### src/rtl/instr_prefetch_pkg.sv
// Shared fetch-side types: FSM encoding, instruction width, reset PC and queue entry layout.
package instr_prefetch_pkg;

  localparam int          ILEN             = 32;
  localparam logic [31:0] RESET_PC_DEFAULT = 32'h0000_0000;

  typedef enum logic [1:0] {
    ST_IDLE    = 2'd0,
    ST_WAIT    = 2'd1,
    ST_DISCARD = 2'd2
  } fetch_state_e;

  typedef struct packed {
    logic [31:0]     pc;
    logic [ILEN-1:0] instr;
  } fetch_entry_t;

  function automatic logic [31:0] word_align(input logic [31:0] addr);
    return {addr[31:2], 2'b00};
  endfunction

endpackage

### src/rtl/fetch_fifo.sv
// Shift-style instruction queue: entry 0 is always the head, so head outputs come straight from a register.
module fetch_fifo
  import instr_prefetch_pkg::*;
#(
  parameter int DEPTH = 4,
  localparam int CW = $clog2(DEPTH + 1),
  localparam int IW = $clog2(DEPTH)
) (
  input  logic         clk,
  input  logic         rst_n,
  input  logic         push,
  input  fetch_entry_t push_data,
  input  logic         pop,
  input  logic         flush,
  output logic [CW-1:0] count,
  output logic         head_valid,
  output fetch_entry_t head_data
);

  fetch_entry_t  mem [DEPTH];
  logic          do_pop;
  logic          do_push;
  logic [CW-1:0] wr_idx;

  assign do_pop  = pop && (count != '0);
  assign do_push = push && ((count != CW'(DEPTH)) || do_pop);
  // A same-cycle pop shifts everything down one slot, so the new entry lands one lower.
  assign wr_idx  = count - CW'(do_pop);

  always_ff @(posedge clk or negedge rst_n) begin
    if (!rst_n) begin
      count <= '0;
      for (int i = 0; i < DEPTH; i++) mem[i] <= '0;
    end else if (flush) begin
      count <= '0;
    end else begin
      if (do_pop) begin
        for (int i = 0; i < DEPTH - 1; i++) mem[i] <= mem[i+1];
      end
      if (do_push) mem[wr_idx[IW-1:0]] <= push_data;
      count <= count + CW'(do_push) - CW'(do_pop);
    end
  end

  assign head_valid = (count != '0);
  assign head_data  = mem[0];

endmodule

### src/rtl/instr_prefetch.sv
// Instruction prefetcher: one outstanding memory request feeding a DEPTH-entry queue; redirects flush it.
module instr_prefetch
  import instr_prefetch_pkg::*;
#(
  parameter int          DEPTH    = 4,
  parameter logic [31:0] RESET_PC = RESET_PC_DEFAULT
) (
  input  logic        clk_i,
  input  logic        rst_i,
  input  logic        redirect_i,
  input  logic [31:0] redirect_pc_i,
  output logic        imem_req_o,
  output logic [31:0] imem_addr_o,
  input  logic        imem_rvalid_i,
  input  logic [31:0] imem_rdata_i,
  output logic        instr_valid_o,
  output logic [31:0] instr_o,
  output logic [31:0] pc_o,
  input  logic        instr_ready_i
);

  localparam int CW = $clog2(DEPTH + 1);

  fetch_state_e  state;
  logic [31:0]   fetch_pc;
  logic [31:0]   pending_pc;
  logic          req_q;
  logic [31:0]   redirect_tgt;
  logic [CW-1:0] count;
  logic [CW-1:0] count_next;
  logic          push;
  logic          pop_eff;
  fetch_entry_t  push_data;
  fetch_entry_t  head;

  assign redirect_tgt = word_align(redirect_pc_i);
  assign push         = (state == ST_WAIT) && imem_rvalid_i && !redirect_i;
  assign pop_eff      = instr_ready_i && (count != '0);
  assign count_next   = count + CW'(push) - CW'(pop_eff);
  assign push_data    = '{pc: fetch_pc, instr: imem_rdata_i};

  fetch_fifo #(.DEPTH(DEPTH)) u_fifo (
    .clk        (clk_i),
    .rst_n      (rst_i),
    .push       (push),
    .push_data  (push_data),
    .pop        (instr_ready_i),
    .flush      (redirect_i),
    .count      (count),
    .head_valid (instr_valid_o),
    .head_data  (head)
  );

  // fetch_pc only moves on a response or an idle redirect, which keeps the address stable while a request is live.
  always_ff @(posedge clk_i or negedge rst_i) begin
    if (!rst_i) begin
      state      <= ST_IDLE;
      fetch_pc   <= RESET_PC;
      pending_pc <= '0;
      req_q      <= 1'b0;
    end else begin
      case (state)
        ST_IDLE: begin
          if (redirect_i) begin
            fetch_pc <= redirect_tgt;
          end else if (count < CW'(DEPTH)) begin
            state <= ST_WAIT;
            req_q <= 1'b1;
          end
        end
        ST_WAIT: begin
          if (imem_rvalid_i) begin
            if (redirect_i) begin
              fetch_pc <= redirect_tgt;
              state    <= ST_IDLE;
              req_q    <= 1'b0;
            end else begin
              fetch_pc <= fetch_pc + 32'd4;
              if (count_next >= CW'(DEPTH)) begin
                state <= ST_IDLE;
                req_q <= 1'b0;
              end
            end
          end else if (redirect_i) begin
            pending_pc <= redirect_tgt;
            state      <= ST_DISCARD;
          end
        end
        ST_DISCARD: begin
          if (redirect_i) pending_pc <= redirect_tgt;
          if (imem_rvalid_i) begin
            fetch_pc <= redirect_i ? redirect_tgt : pending_pc;
            state    <= ST_IDLE;
            req_q    <= 1'b0;
          end
        end
        default: begin
          state <= ST_IDLE;
          req_q <= 1'b0;
        end
      endcase
    end
  end

  assign imem_req_o  = req_q;
  assign imem_addr_o = fetch_pc;
  assign instr_o     = head.instr;
  assign pc_o        = head.pc;

endmodule

### config.mk
export PLATFORM = sky130hd
export DESIGN_NAME = instr_prefetch
export DESIGN_NICKNAME = d
export VERILOG_FILES = /design/src/rtl/instr_prefetch_pkg.sv /design/src/rtl/fetch_fifo.sv /design/src/rtl/instr_prefetch.sv
export SDC_FILE = /design/constraint.sdc
export NUM_CORES = 1
export LEC_CHECK = 0
export ABC_AREA = 1
export BUFFER_PORTS_ARGS = -buffer_cell sky130_fd_sc_hd__buf_4
export CAP_MARGIN = 20
export CORE_ASPECT_RATIO = 1.2
export CORE_UTILIZATION = 64
export DETAILED_ROUTE_END_ITERATION = 7
export GPL_TIMING_DRIVEN = 0
export PLACE_DENSITY = 0.95
export SYNTH_ARGS = -nofsm -noshare
export SYNTH_HDL_FRONTEND = slang
export SYNTH_SLANG_ARGS = --single-unit
### constraint.sdc
create_clock -name clk_i -period 5.8 [get_ports clk_i]
set_input_delay 0.87 -clock clk_i [delete_from_list [all_inputs] [get_ports clk_i]]
set_output_delay 0.87 -clock clk_i [all_outputs]
set_load 0.005 [all_outputs]
==> Word-level counts from Yosys, hierarchy flattened <==
Index checks and enable logic that the tools add are counted.
W data, S select, Z words.
{ "totals": {"out_inout_bits": 98, "input_bits": 69, "reg_bits": 326} }
{ "classes": {"reduce_logical": 16, "order_cmp": 4, "n_mux": 30, "n_eq_ne": 11, "n_addsub": 6, "bitwise": 2} }
{ "op_table": {"columns": ["cell", "count"], "rows": [
  ["$mux W192", 2],
  ["$bwmux W256", 1],
  ["$mux W256", 1],
  ["$mux W32", 6],
  ["$demux W64 S2", 1],
  ["$pmux W32 S3", 1],
  ["$mux W64", 1],
  ["$pmux W32 S2", 1],
  ["$add A32 B3 Y32 const B", 1],
  ["$mux W2", 7],
  ["$ne A2 B2 Y1 const B", 6],
  ["$reduce_and A5 Y1", 2],
  ["$add A3 B1 Y3", 2],
  ["$ge A3 B3 Y1 const B", 2],
  ["$mux W1", 6],
  ["$ne A3 B3 Y1 const B", 2],
  ["$pmux W2 S3", 1],
  ["$reduce_bool A3 Y1", 2],
  ["$sub A3 B1 Y3", 2],
  ["$logic_and A1 B1 Y1", 5],
  ["$reduce_and A2 Y1", 2],
  ["$reduce_and A4 Y1", 1],
  ["$lt A3 B1 Y1 const B", 1],
  ["$lt A3 B3 Y1 const B", 1],
  ["12 further kinds", 12]
]} }

==> Logic depth before layout (Yosys ltp) <==
{ "logic_depth": {"word_depth": 10, "mapped_depth": 14} }

==> By module <==
From an unflattened synthesis, not the netlist that was laid out.
{ "hier_totals": {"hier_cells": 3236, "hier_area_um2": 21156.5} }
{ "modules_own_cells": {"columns": ["mod", "area_each_um2", "seq_area_each_um2", "n_inst", "cells_per_inst"], "rows": [
  ["fetch_fifo", 16373.2, 6481.2, 1, 2485],
  ["instr_prefetch", 4783.3, 1676.6, 1, 751]
]} }

==> Worst setup path before layout <==
Ideal clock, no wire load.
{ "synth_timing": {"kind": "input to register", "start": "input port instr_ready_i", "end": "register u_fifo.mem[65] in the netlist's numbering", "path_buffers": 3, "setup_time_ns": 0.119, "arrival_ns": 2.346, "setup_slack_ns": 3.335, "path_stages": 9, "cell_sequence": "nand3_1 ha_1 and3_1 nand3_1 buf_2 buf_2 buf_2 o211ai_1 o21a_1"} }
{ "synth_between": {"elab_chain_cells": 9} }
{ "synth_rtl": {"columns": ["element", "line", "source"], "rows": [
  ["start, declared", "instr_prefetch.sv:19", "input logic instr_ready_i"],
  ["$logic_and A1 B1 Y1 (*)", "fetch_fifo.sv:25", "assign do_pop = pop && (count != '0);"],
  ["$sub A2 B1 Y2", "fetch_fifo.sv:28", "assign wr_idx = count - CW'(do_pop);"],
  ["$not A2 Y3 (implied by the code)", "fetch_fifo.sv:40", "if (do_push) mem[wr_idx[IW-1:0]] <= push_data;"],
  ["$ge A3 B3 Y1 (implied by the code) / $lt A3 B1 Y1 (equally long branches)", "fetch_fifo.sv:40", null],
  ["$logic_and A1 B1 Y1 (implied by the code)", "fetch_fifo.sv:40", null],
  ["$mux W64 (implied by the code)", "fetch_fifo.sv:40", null],
  ["$demux W64 S2", "fetch_fifo.sv:40", null],
  ["$bwmux W256", "fetch_fifo.sv:40", null],
  ["$mux W256 (*)", "fetch_fifo.sv:40", null],
  ["end signal, assigned by index", "fetch_fifo.sv:40", null],
  ["end, declared", "fetch_fifo.sv:20", "fetch_entry_t mem [DEPTH];"]
]} }
Mark *: on every way between the ends. The rest lies on a longest branch, timed or not. The select of a mux whose other input is x is not followed.
A chain may end at the register's enable or synchronous reset.

==> Worst setup path after layout <==
{ "layout_timing": {"start": "register u_fifo.count[2]", "end": "register state[0]"} }
{ "layout_between": {"elab_chain_cells": 6} }
{ "layout_rtl": {"columns": ["element", "line", "source"], "rows": [
  ["start, declared", "fetch_fifo.sv:15", "output logic [CW-1:0] count,"],
  ["start signal, assigned", "fetch_fifo.sv:41", "count <= count + CW'(do_push) - CW'(do_pop);"],
  ["parallel branches: the longest is 5 deep, another holds $add A3 B1 Y3", null, null],
  ["$reduce_and A5 Y1 (no source line) (*)", null, null],
  ["end signal, assigned", "instr_prefetch.sv:75", "state <= ST_IDLE;"],
  ["end signal, assigned", "instr_prefetch.sv:80", "state <= ST_IDLE;"],
  ["end signal, assigned", "instr_prefetch.sv:86", "state <= ST_DISCARD;"],
  ["end, declared", "instr_prefetch.sv:24", "fetch_state_e state;"]
]} }
Mark *: on every way between the ends.

==> results by stage <==
Clock tree:
- The later pin in the worst-skew pair is clocked with a latency of 0.52 ns.
- Post-CTS timing repair inserted 0 buffers for setup.
- The number of cells upsized or downsized after cts is 0.
- In this run, post-CTS hold repair placed 0 buffers.
- The clock root buffer is sky130_fd_sc_hd__clkbuf_16.
- The H-tree level count is 2.
- The clock tree from TritonCTS is yes.
- The count of clock tree sinks is 326.
- The buffer levels on the longest clock path is 3.
- The number of CTS-inserted buffers is 34.
- After clock tree synthesis, the clock-pin slew on the worst setup and hold paths is 0.06 ns.

Cells and area:
- The final cell area excluding filler cells is slightly below 0.02 mm².
- The antenna diode count is 0.
- The fill cell instance count of the final layout is roughly 1700.
- The fraction of final layout cells sized beyond drive strength 1 is approximately 14%.
- Leaving out filler cells and counting taps, the final layout contains 2679.
- The layout-stage area growth over the synthesis result is 16.9%.
- In the final design database the tool counted about 2400 nets.

Setup path:
- STA classifies the critical path endpoint as a flip-flop.
- Tracing the worst setup path back leads to its startpoint at u_fifo.count[2]$_DFF_PN0_.
- Across all register-to-register paths, the minimum setup slack is ~2.8 ns.
- In this run the critical register-to-register path is launched from u_fifo.count[2]$_DFF_PN0_.
- Along the worst path, the maximum fanout reaches 10.
- In this run the worst setup path terminates at state[0]$_DFFE_PN0P_.
- The capturing point of the worst reg2reg path is state[0]$_DFFE_PN0P_.
- The worst setup path is launched from a flip-flop.
- STA puts the critical path data arrival time at 3.42 ns.
- By startpoint and endpoint, the worst setup path is classified as reg -> reg.
- The worst register-to-register path has a depth of 12.
- The critical path required time is about 6.2 ns.

Global routing:
- The total routing resource utilization after global routing is roughly two fifths.
- The number of antenna violations at the first check in global routing is 1.
- For this run the aggregate overflow at the end of global routing stands at 0.
- The wire length of the first global-routing pass is approximately 84 mm.
- The via count of the first global-routing pass was 17000.
- Entering global routing, the biggest net connects approximately 130 pins.

Detailed routing:
- The detail route stage leaves a number of antenna-violating nets equal to 0.
- The via density per instance is roughly 6.3.
- The overall routed net length is roughly 52 mm.
- The number of detailed-route iterations in the first pass is 6.
- Dividing the detail-routed wire length by the instance count gives slightly below 20 µm.
- For this block, the via count after detailed routing is between 15000 and 20000.
- The detailed router finished its first iteration with 1655 violations.
- For this run, design rule violations remaining after detail routing come to 0.

Synthesis:
- After synthesis, the largest area contributor takes up roughly 48% of total cell area.
- After technology mapping, the gate count stands at 2124.
- The fraction of the yosys area taken by sequential cells is around half.
- Synthesis inferred ~330 register bits.
- The count of distinct cell types in the synthesized netlist is 35.
- sky130_fd_sc_hd__dfrtp_1 takes more of the synthesized area than any other cell.
- By area the synthesized netlist is led by sky130_fd_sc_hd__dfrtp_1, sky130_fd_sc_hd__o21ai_0, sky130_fd_sc_hd__nand2_1, sky130_fd_sc_hd__nor2_1, sky130_fd_sc_hd__nand3_1.
- Summing the areas of all xor and xnor instances in the mapped netlist gives less than 1% of the synthesized area.
- The area fraction in compound gates after synthesis is 22.6%.
- The mux share of post-synthesis cell area is less than 1%.
- Counting every net in the synthesized netlist gives approximately 2200.
- The mapped netlist covers approximately 0.017 mm².
- After synthesis, the largest family of logic cells by area is compound AO/OA/AOI/OAI gates.
- The area share of and/or/nand/nor cells after synthesis is a little under a fifth.
- Summing the areas of all fa, ha and maj instances in the mapped netlist gives 0.636% of the synthesized area.
- The count of warnings emitted by yosys is 0.
- The mean area per synthesized cell is 7.96 µm².

Die:
- The number of top-level design ports is ~170.
- The y dimension of the die is 180 µm.
- The total area inside the core boundary comes to 0.0257 mm².
- The effective utilization at floorplan is 65.8%.
- Row generation in the floorplan step produced 64 rows.
- The area enclosed by the die boundary is about 0.027 mm².
- Measured along the x axis, the die boundary spans 150 µm.

Pwr:
- In this run the static leakage power is about 0.0088 µW.
- IR analysis of the VDD net gives a maximum drop of between 300 and 400 µV.
- The combinational share of power is between 40% and 50%.
- The total power consumption of the routed design is between 10000 and 15000 µW.
- The part of the total power dissipated in sequential elements is between 30% and 40%.
- Cell internal power was estimated by the tool at 6750 µW.
- The clock network accounts for around a fifth of the total power.
- Power spread over the standard cell area amounts to 576 mW/mm².
- Net switching is about two fifths of the power.
- For this design the total switching power over the nets is around 4600 µW.

STA:
- The highest clock frequency the design can meet is 330 MHz.
- The setup clock skew after layout is 0.0104 ns.
- The final hold violation count is 0.
- The worst max-slew margin expressed relative to the limit is around 36%.
- The setup violation total in the final timing report is 0.
- The number of slew-limit violations in the final report is 0.
- The share of the clock period used by the worst path after layout is between 50% and 60%.
- Setup repair after global routing left no endpoint under its margin.
- The slew at the pin with the worst max-slew slack is a little under 1 ns.
- The routed design could run at a clock period as short as around 3 ns.
- For the final routed database, the setup TNS stands at 0 ns.

Run:
- The count of maximum capacitance violations is 0.

Placed design:
- The count of input and output buffers is between 150 and 200.
- The placed instance count is ~2600.
- At the end of routability-driven placement, the weighted congestion stood at 0.951.
- Summing all placed instances gives a cell area of between 0.015 and 0.02 mm².
- The half-perimeter wire length after placement is ~36 mm.

Worst hold path:
- The class of the tightest hold or removal check is in -> async.

Run status:
- The flow ran to the end, and the final reports show no timing, DRC or antenna violations.
cells in the mapped netlist, drive strengths merged:
master,count
o22ai,5
a221oi,1
o221a,1
buf,111
nand4,3
a31oi,130
nor2,228
xor2,6
inv,123
o21bai,1
nand2,370
a21boi,2
dfrtp,326
mux2,1
nand3,165
fa,1
and3,1
o2111ai,1
nor3,2
o21ai,342
o211ai,69
o21a,64
a21oi,37
clkbuf,126
o221ai,1
ha,7
power by group through the flow:
| stage | sequential, µW | combinational, µW | clock (µW) |
|---|---|---|---|
| floorplan | 3860 | 3210 | 0 |
| CTS | 4100 | 4840 | 2290 |
| global route | 4220 | 5460 | 2390 |
| detailed placement | 4110 | 4740 | 0 |
| global placement | 4040 | 4510 | 0 |
| finish | 4150 | 4940 | 2300 |
worst max-delay path, cell delays in order, from the launching register on:
cell	delay [ns]
sky130_fd_sc_hd__dfrtp_1	0.45
sky130_fd_sc_hd__nor2_1	0.22
sky130_fd_sc_hd__inv_2	0.07
sky130_fd_sc_hd__nand3_1	0.16
sky130_fd_sc_hd__ha_1	0.28
sky130_fd_sc_hd__and3_1	0.24
sky130_fd_sc_hd__nand2_1	0.12
sky130_fd_sc_hd__clkbuf_1	0.55
sky130_fd_sc_hd__nand3_1	0.23
sky130_fd_sc_hd__nand3_1	0.29
sky130_fd_sc_hd__nand3_1	0.14
sky130_fd_sc_hd__nand2_1	0.10
sky130_fd_sc_hd__nand2_1	0.06
layout by cell type, fill, tap and decap left out, types with 32 or more instances in the layout:
cell / count
sky130_fd_sc_hd__nor2_1: 227
sky130_fd_sc_hd__buf_4: 226
sky130_fd_sc_hd__clkbuf_16: 35
sky130_fd_sc_hd__o211ai_1: 69
sky130_fd_sc_hd__inv_1: 120
sky130_fd_sc_hd__dfrtp_1: 326
sky130_fd_sc_hd__buf_2: 32
sky130_fd_sc_hd__o21a_1: 64
sky130_fd_sc_hd__nand3_1: 165
sky130_fd_sc_hd__nand2_1: 369
sky130_fd_sc_hd__a21oi_1: 34
sky130_fd_sc_hd__clkbuf_1: 130
sky130_fd_sc_hd__o21ai_0: 330
sky130_fd_sc_hd__a31oi_1: 130
per-stage QoR:
stage          util [%]  setup WS (ns)  hold slack, ns
4_1_cts            76.9           2.95           0.364
5_1_grt            76.9           2.69           0.392
6_report           76.9           2.77           0.325
3_5_place_dp       72.4           2.65           0.468
2_1_floorplan         -           3.33           0.448
3_3_place_gp       72.2           1.11           0.459
worst min path at each step:
stage,slack (ns),endpoint,start
3_3_place_gp,0.46,flip-flop,flip-flop
5_1_grt,0.39,u_fifo.head_data[27]$_DFFE_PN0N_,rst_i
4_1_cts,0.36,u_fifo.head_data[29]$_DFFE_PN0N_,rst_i
2_1_floorplan,0.45,flip-flop,flip-flop
3_5_place_dp,0.47,flip-flop,flip-flop
6_report,0.32,u_fifo.head_data[29]$_DFFE_PN0N_,rst_i
final cells by class:
| type | count | area, µm² | area share, % |
|---|---|---|---|
| repair buffers | 165 | 1290 | 6.50 |
| well taps | 330 | 413 | 2.09 |
| flip-flops and latches | 326 | 8160 | 41.2 |
| plain buffers | 237 | 1170 | 5.91 |
| clock inverters | 15 | 191 | 0.968 |
| inverters | 123 | 462 | 2.33 |
| clock buffers | 45 | 973 | 4.92 |
| multi-input cells | 1438 | 7130 | 36.0 |
kinds of logic (layout without fill, tap and decap cells):
logic type	count (synthesis)	in the layout
AND/OR/NAND/NOR	769	769
AO/OA/AOI/OAI	654	654
buffers and inverters	360	585
flip-flops	326	326
adder cells (fa/ha/maj)	8	8
XOR/XNOR	6	6
multiplexers	1	1
per-layer routing:
| layer | track usage (%) | vias up | share of wire, % | wire, µm |
|---|---|---|---|---|
| met4 | 25.1 | 2 | 6.5 | 3380 |
| met5 | 0 | - | 0.017 | 9 |
| met2 | 66.6 | 1047 | 49 | 25500 |
| met3 | 8.15 | 241 | 10 | 5240 |
| met1 | 45.1 | 8004 | 35 | 18100 |
| li1 | - | 7566 | - | - |
No activity file was read; power rests on OpenSTA's default activity.
